<file path="config.mk">
export PLATFORM = sky130hd
export DESIGN_NAME = uart_tx_fifo
export DESIGN_NICKNAME = d
export VERILOG_FILES = /design/src/rtl/uart_tx_fifo.sv
export SDC_FILE = /design/constraint.sdc
export NUM_CORES = 1
export LEC_CHECK = 0
export CAP_MARGIN = 20
export CORE_ASPECT_RATIO = 1.25
export CORE_MARGIN = 10
export CORE_UTILIZATION = 45
export CTS_BUF_LIST = sky130_fd_sc_hd__clkbuf_4 sky130_fd_sc_hd__clkbuf_8
export CTS_CLUSTER_DIAMETER = 60
export DETAILED_ROUTE_END_ITERATION = 12
export DONT_BUFFER_PORTS = 1
export GPL_ROUTABILITY_DRIVEN = 0
export PLACE_DENSITY = 0.64
export SETUP_SLACK_MARGIN = 0.3
export SLEW_MARGIN = 40
export SYNTH_ARGS = -nofsm -noshare
export SYNTH_HDL_FRONTEND = slang
export SYNTH_SLANG_ARGS = --single-unit
</file>
<file path="constraint.sdc">
create_clock -name clk -period 2.9 [get_ports clk]
set_input_delay 0.435 -clock clk [delete_from_list [all_inputs] [get_ports clk]]
set_output_delay 0.435 -clock clk [all_outputs]
set_load 0.01 [all_outputs]
</file>
<file path="src/rtl/uart_tx_fifo.sv">
// rtl/uart_tx_fifo.sv - UART transmitter with input FIFO, baud divider, parity and 1/2 stop bits
// Frames are loaded from the FIFO with their configuration latched, and chained back-to-back.
module uart_tx_fifo #(
  parameter int DATA_W     = 8,
  parameter int FIFO_DEPTH = 4,
  parameter int DIV_W      = 16
) (
  input  logic                                 clk,
  input  logic                                 rst,
  input  logic [DATA_W-1:0]                    s_data,
  input  logic                                 s_valid,
  output logic                                 s_ready,
  input  logic                                 par_en,
  input  logic                                 par_typ,
  input  logic                                 stop2,
  input  logic [DIV_W-1:0]                     baud_div,
  output logic                                 TX_OUT,
  output logic                                 busy,
  output logic [$clog2(FIFO_DEPTH+1)-1:0]      fifo_count
);

  localparam int CNT_W = $clog2(FIFO_DEPTH + 1);
  localparam int PTR_W = $clog2(FIFO_DEPTH);
  localparam int IDX_W = $clog2(DATA_W);
  localparam logic [IDX_W-1:0] LAST_IDX = IDX_W'(DATA_W - 1);
  localparam logic [CNT_W-1:0] FULL_CNT = CNT_W'(FIFO_DEPTH);

  typedef enum logic [2:0] {S_IDLE, S_START, S_DATA, S_PARITY, S_STOP} state_t;

  logic [DATA_W-1:0] mem_q [FIFO_DEPTH];
  logic [PTR_W-1:0]  wr_ptr_q, rd_ptr_q;
  logic [CNT_W-1:0]  count_q;
  logic              push, pop, fifo_empty;
  logic [DATA_W-1:0] head;

  state_t            state_q, state_d;
  logic [DIV_W-1:0]  baud_cnt_q, baud_cnt_d;
  logic [DIV_W-1:0]  div_q, div_d;
  logic [DATA_W-1:0] shift_q, shift_d;
  logic [IDX_W-1:0]  bit_idx_q, bit_idx_d;
  logic              par_bit_q, par_bit_d;
  logic              par_en_q, par_en_d;
  logic              stop2_q, stop2_d;
  logic              second_stop_q, second_stop_d;
  logic              tx_q, tx_d;
  logic              bit_end, load;

  assign s_ready    = (count_q != FULL_CNT);
  assign push       = s_valid && s_ready;
  assign fifo_empty = (count_q == '0);
  assign head       = mem_q[rd_ptr_q];
  assign fifo_count = count_q;
  assign TX_OUT     = tx_q;
  assign bit_end    = (baud_cnt_q == div_q);

  always_ff @(posedge clk) begin
    if (push) begin
      mem_q[wr_ptr_q] <= s_data;
    end
  end

  always_ff @(posedge clk) begin
    if (rst) begin
      wr_ptr_q <= '0;
      rd_ptr_q <= '0;
      count_q  <= '0;
    end else begin
      if (push) wr_ptr_q <= wr_ptr_q + 1'b1;
      if (pop)  rd_ptr_q <= rd_ptr_q + 1'b1;
      case ({push, pop})
        2'b10:   count_q <= count_q + 1'b1;
        2'b01:   count_q <= count_q - 1'b1;
        default: count_q <= count_q;
      endcase
    end
  end

  always_ff @(posedge clk) begin
    if (rst) begin
      state_q       <= S_IDLE;
      baud_cnt_q    <= '0;
      div_q         <= '0;
      shift_q       <= '0;
      bit_idx_q     <= '0;
      par_bit_q     <= 1'b0;
      par_en_q      <= 1'b0;
      stop2_q       <= 1'b0;
      second_stop_q <= 1'b0;
      tx_q          <= 1'b1;
    end else begin
      state_q       <= state_d;
      baud_cnt_q    <= baud_cnt_d;
      div_q         <= div_d;
      shift_q       <= shift_d;
      bit_idx_q     <= bit_idx_d;
      par_bit_q     <= par_bit_d;
      par_en_q      <= par_en_d;
      stop2_q       <= stop2_d;
      second_stop_q <= second_stop_d;
      tx_q          <= tx_d;
    end
  end

  always_comb begin
    state_d       = state_q;
    baud_cnt_d    = baud_cnt_q;
    div_d         = div_q;
    shift_d       = shift_q;
    bit_idx_d     = bit_idx_q;
    par_bit_d     = par_bit_q;
    par_en_d      = par_en_q;
    stop2_d       = stop2_q;
    second_stop_d = second_stop_q;
    load          = 1'b0;
    pop           = 1'b0;

    if (state_q != S_IDLE) begin
      baud_cnt_d = bit_end ? '0 : baud_cnt_q + 1'b1;
    end

    case (state_q)
      S_IDLE: begin
        if (!fifo_empty) load = 1'b1;
      end
      S_START: begin
        if (bit_end) begin
          state_d   = S_DATA;
          bit_idx_d = '0;
        end
      end
      S_DATA: begin
        if (bit_end) begin
          if (bit_idx_q == LAST_IDX) begin
            state_d       = par_en_q ? S_PARITY : S_STOP;
            second_stop_d = 1'b0;
          end else begin
            bit_idx_d = bit_idx_q + 1'b1;
            shift_d   = shift_q >> 1;
          end
        end
      end
      S_PARITY: begin
        if (bit_end) begin
          state_d       = S_STOP;
          second_stop_d = 1'b0;
        end
      end
      S_STOP: begin
        if (bit_end) begin
          if (stop2_q && !second_stop_q) second_stop_d = 1'b1;
          else if (!fifo_empty)          load = 1'b1;
          else                           state_d = S_IDLE;
        end
      end
      default: state_d = S_IDLE;
    endcase

    // Loading latches the whole frame configuration so later input changes cannot disturb it.
    if (load) begin
      pop           = 1'b1;
      state_d       = S_START;
      baud_cnt_d    = '0;
      div_d         = baud_div;
      shift_d       = head;
      par_bit_d     = (^head) ^ par_typ;
      par_en_d      = par_en;
      stop2_d       = stop2;
      second_stop_d = 1'b0;
    end
  end

  // The line is registered from next-state values so it changes on the same edge as the state.
  always_comb begin
    busy = (state_q != S_IDLE);
    case (state_d)
      S_START:  tx_d = 1'b0;
      S_DATA:   tx_d = shift_d[0];
      S_PARITY: tx_d = par_bit_d;
      default:  tx_d = 1'b1;
    endcase
  end

endmodule
</file>
### Word level (Yosys, flattened, before mapping)

Memories as Yosys holds them, arrays and structs flattened. A register that Yosys moved wholly into a read port is not among the register bits.
Cells that the tools add are included.

| storage, ports and cells | value |
|---|---|
| memories kept | 1 |
| bits in writable memories | 32 |
| register bits | 58 |
| bits of input ports | 30 |

| operators by class | value |
|---|---|
| muxes and demuxes | 37 |
| equality and inequality tests | 20 |
| reduce and logical (&&, ||, !) cells | 16 |
| $add $sub $neg | 6 |
| bitwise logic cells | 1 |

Memories:

| memory | words | bits a word | read ports | clocked after memory_dff | write ports | RTL line | RTL |
|---|---|---|---|---|---|---|---|
| mem_q | 4 | 8 | 1 | 1 | 1 | 30 | `logic [DATA_W-1:0] mem_q [FIFO_DEPTH];` |

Operators by type and width:

| cell | number |
|---|---|
| 2-to-1 mux 3 bit | 12 |
| 2-to-1 mux 8 bit | 4 |
| adder 16 x 1 -> 16 bit (second input constant) | 1 |
| == test 16 bit | 1 |
| 2-to-1 mux 16 bit | 1 |
| inequality test 2 bit (second input constant) | 8 |
| case mux 3 bit (5 select lines) | 1 |
| == test 3 x 2 -> 1 bit (second input constant) | 4 |
| 2-to-1 mux 1 bit | 12 |
| case mux 3 bit (2 select lines) | 2 |
| nonzero test 2 bit | 4 |
| parity 8 bit | 1 |
| adder 3 x 1 -> 3 bit (second input constant) | 2 |
| == test 3 x 1 -> 1 bit (second input constant) | 2 |
| == test 3 bit (second input constant) | 2 |
| zero test 3 bit | 2 |
| case mux 1 bit (3 select lines) | 2 |
| AND reduction 6 bit | 1 |
| nonzero test 3 bit | 2 |
| adder 2 x 1 -> 2 bit (second input constant) | 2 |
| 2-to-1 mux 2 bit | 2 |
| AND reduction 4 bit | 1 |
| inequality test 3 bit (second input constant) | 1 |
| AND reduction 3 bit | 1 |
| other kinds (8) | 9 |

### Longest topological paths before layout

| logic depth | value |
|---|---|
| depth in word-level cells | 8 |
| depth in mapped cells | 14 |
| depth with buffers taken out | 12 |

### Worst setup path after synthesis

No wires, ideal clock.

| path | value |
|---|---|
| kind | register to register |
| start | reg baud_cnt_q[9] |
| end | reg count_q[2], in the netlist fifo_count[2] |
| library setup time | 0.070 ns |
| slack | -0.236 ns |
| arrival time | 3.065 ns |
| clock period less this slack | 3.136 ns |
| buffers on the path | 2 |
| stages on the path, launching flop included | 15 |
| cell sequence | dfxtp_1 xnor2_1 nand4_1 nor4_2 o21ai_1 a2111o_1 inv_2 buf_6 buf_6 ha_1 inv_1 fa_1 xor2_1 or3_1 a21oi_1 |

| between the ends | value |
|---|---|
| word-level cells in the longest chain between the ends | 6 |
| elaborated cells between the ends (all ways) | 8 |
| classes of those cells | 3 x eq/ne; 4 x mux; 1 x reduce/logical |

Ends and longest elaborated chain:

| element | RTL line | RTL |
|---|---|---|
| start, declared | 37 | `logic [DIV_W-1:0] baud_cnt_q, baud_cnt_d;` |
| start signal, assigned | 92 | `baud_cnt_q <= baud_cnt_d;` |
| == test 16 bit (*) | 54 | `assign bit_end = (baud_cnt_q == div_q);` |
| 2-to-1 mux 1 bit (*) | 149 | `if (bit_end) begin` |
| case mux 1 bit (2 select lines) (*) | 121 | `case (state_q)` |
| 2-to-1 mux 1 bit (*) | 159 | `if (load) begin` |
| == test 2 x 1 -> 1 bit / == test 2 bit (equally long branches) | 70 | `case ({push, pop})` |
| case mux 3 bit (2 select lines) / nonzero test 2 bit (equally long branches) | n/a |  |
| end signal, assigned | 71 | `2'b10: count_q <= count_q + 1'b1;` |
| end signal, assigned | 72 | `2'b01: count_q <= count_q - 1'b1;` |
| end signal, assigned | 73 | `default: count_q <= count_q;` |
| end, declared | 32 | `logic [CNT_W-1:0] count_q;` |

Every way passes the cells marked *; elsewhere a longest branch is shown, timed or not.
A chain may end at the register's enable or synchronous reset.

### Worst setup path after layout

| path | value |
|---|---|
| start | reg div_q[4] |
| end | reg count_q[2], in the netlist fifo_count[2] |

| between the ends | value |
|---|---|
| word-level cells in the longest chain between the ends | 6 |
| elaborated cells between the ends (all ways) | 8 |
| classes of those cells | 3 x eq/ne; 4 x mux; 1 x reduce/logical |

Ends and longest elaborated chain:

| element | RTL line | RTL |
|---|---|---|
| start, declared | 38 | `logic [DIV_W-1:0] div_q, div_d;` |
| start signal, assigned | 93 | `div_q <= div_d;` |
| == test 16 bit (*) | 54 |  |
| 2-to-1 mux 1 bit (*) | 149 |  |
| case mux 1 bit (2 select lines) (*) | 121 |  |
| 2-to-1 mux 1 bit (*) | 159 |  |
| == test 2 x 1 -> 1 bit / == test 2 bit (equally long branches) | 70 |  |
| case mux 3 bit (2 select lines) / nonzero test 2 bit (equally long branches) | n/a |  |

Marked as above.

==> flow_summary.json <==
{
  "grt_use_total_pct": 11.8,
  "cts.sinks": 92,
  "ios": 36,
  "grt_pass1_vias": 2638,
  "hold_path.class": "input port to register",
  "antenna_left": 0,
  "port-buffer-count": 0,
  "setup_viol": 0,
  "hold_violations": 0,
  "num_vias": 2642,
  "clk_pin_slew_ns": 0.10,
  "syn_area_mm2": 0.00397,
  "dp_hpwl_mm": 5.31,
  "vias_per_cell": 5.22,
  "criticalPathCategory": "register to register",
  "rsz0062_at_grt": "yes",
  "yosysSeqAreaShare_pct": 54.4,
  "die_w_um": 104,
  "drive_gt1_share_pct": 16.1,
  "critPathMaxFanout": 2,
  "p_per_area_mw_per_mm2": 1010,
  "synth_cells": 377,
  "synth.area.mux_share_pct": 5.29,
  "skew_ns": 0.00778,
  "overflow": 0,
  "drt_drc_violations_left": 0,
  "finalNetCount": 420,
  "peakVddDrop_mv": 0.518,
  "crit_top_cell": "inv_2",
  "antenna_cells": 0,
  "synth_compound_area_share_pct": 8.00,
  "r2r_slack_ns": 0.13,
  "ys_ff_latch": 92,
  "critPathBufInv": 2,
  "async_flop_share_pct": 0,
  "finalCritPeriodShare_pct": 95.5,
  "synthXorXnorAreaFrac_pct": 9.26,
  "netlist_top_cells_count": "60 x dfxtp_1, 56 x nand2_1, 35 x nor2_1",
  "clk-insertion-delay-late_ns": 0.37,
  "fmax_mhz": 361,
  "dpl.cell_count": 481,
  "num_rows": 38,
  "critPathLaunchType": "register",
  "cp_slowest_stage_delay_ns": 0.41,
  "p_leak_uw": 0.00152,
  "crit_arrival_ns": 3.07,
  "synth_top_area_cell": "dfxtp_1",
  "syn_area_per_cell_um2": 10.5,
  "maxCapViolations": 0,
  "cts_tree": "done",
  "synth.distinct_cells": 44,
  "synthTopCellsByArea": "dfxtp_1 30%, edfxtp_1 24%, xnor2_1 6.2%",
  "drv_slew": 0,
  "cp-end-kind": "register",
  "syn_nets": 416,
  "core_area_mm2": 0.00865,
  "synth-edff-count": 32,
  "cts-buffers-inserted": 9,
  "htreeDepth": 3,
  "status": "complete, no violations",
  "tightest_slew_ns": 0.525,
  "root_buffer": "clkbuf_8",
  "grt_pass1_wl_mm": 12.7,
  "synth_fa_ha_area_share_pct": 3.02,
  "cpLargestDelayFamily": "simple AND/OR/NAND/NOR gates",
  "slew_headroom_pct": 65.0,
  "crit_chain": "xnor2_2 > nand4_1 > nor4_2 > o21ai_1 > a2111o_1 > inv_2 > ha_4 > inv_2 > fa_2 > xor2_1 > or3_1 > a21oi_1",
  "start_util_pct": 45.9,
  "synth.most_common_cell": "dfxtp_1",
  "antenna_found_initial": 0,
  "wire_per_inst_um": 15.3,
  "drtPass1Iterations": 4,
  "die-area_mm2": 0.0130,
  "wl_mm": 7.74,
  "die_h_um": 125,
  "cp_slowest_cell": "a2111o_1",
  "regArea_mm2": 0.00219,
  "p_total_uw": 4460,
  "synthSimpleGateAreaFrac_pct": 16.5,
  "clockBufferDepth": 2,
  "fillCellCount": 795,
  "fin_util_pct": 51.0,
  "stdcell_count": 506,
  "cp_data_required_time_ns": 3.20,
  "yosysWarnings": 0,
  "multiInputGateArea_mm2": 0.00172,
  "area_growth_pct": 11.1,
  "drtIter0Drc": 109,
  "synthFlopType": "dfxtp_1",
  "synth_top_family_by_area": "simple AND/OR/NAND/NOR gates",
  "grt_max_degree": 46,
  "synth.top_cell.area_share_pct": 30.2,
  "fin_crit_ns": 2.77,
  "fin_hold_ws_ns": 0.117
}
where the power goes:
part           internal, µW  leakage [µW]  switching (µW)  total, µW
combinational           862      0.000633             951       1810
sequential             1590      0.000792             222       1810
clock                   351     0.0000958             481        833
total                  2810       0.00152            1650       4460
per-layer routing:
metal  global-route usage, %  up-vias  wire length, µm
met5                       0        -                0
met4                    4.84        0              115
met3                    4.11       16              415
met2                    20.4       48             3960
met1                    13.0     1257             3250
li1                        -     1321                -
cell type report:
| type | count | share of cell area [%] |
|---|---|---|
| well taps | 120 | 3.40 |
| repair buffers | 13 | 2.89 |
| clock inverters | 6 | 1.22 |
| clock buffers | 10 | 3.12 |
| inverters | 10 | 0.851 |
| flip-flops and latches | 92 | 49.6 |
| multi-input cells | 255 | 38.9 |
timing repair:
action,CTS,global route
hold buffers,0,0
pin swaps,2,2
gates cloned,0,1
setup endpoints to repair,2,5
buffers inserted,2,6
gates resized for setup,10,10
registers in the layout, indices dropped and copies added (netlist names), named ones only:
signal	flops
mem_q	32
baud_cnt_q	16
div_q	16
shift_q	8
bit_idx_q	3
fifo_count	3
state_q	3
rd_ptr_q	2
wr_ptr_q	2
TX_OUT	1
par_bit_q	1
par_en_q	1
second_stop_q	1
stop2_q	1
kinds of logic (layout without fill, tap and decap cells):
family	Yosys count	count (layout)
compound gates	53	53
xor+xnor	42	42
fa+ha+maj	9	9
buf+inv	30	39
flops	92	92
mux	11	11
simple gates	140	140
cell usage in the layout (no fill, tap or decap), types with 8 or more instances in the layout:
cell type	count
nor2_1	35
clkbuf_8	10
mux4_2	8
nand2_1	56
dfxtp_1	44
xnor2_1	24
dfxtp_2	13
nand3_1	10
a21oi_1	33
xor2_1	14
edfxtp_1	32
nand4_1	8
inv_1	8
buf_4	11
metrics by stage:
| step | TNS [ns] | setup slack, ns | cell area, µm² |
|---|---|---|---|
| detailed placement | 0 | 0.116 | 4070 |
| global placement | 0 | 0.172 | 4070 |
| global route | -0.0336 | -0.0336 | 4410 |
| floorplan | -0.0381 | -0.0381 | 3990 |
| finish | 0 | 0.130 | 4410 |
| CTS | 0 | 0.150 | 4310 |
worst paths after layout:
kind                              start                         end  cells after the start
hold / removal                      rst        stop2_q$_SDFFE_PP0N_                      1
hold reg to reg    par_bit_q$_SDFF_PP0_        par_bit_q$_SDFF_PP0_                      2
setup reg to reg  div_q[4]$_SDFFE_PP0N_  fifo_count[2]$_SDFFE_PP0P_                     12
setup / recovery  div_q[4]$_SDFFE_PP0N_  fifo_count[2]$_SDFFE_PP0P_                     12
(Power assumes the default switching activity.)
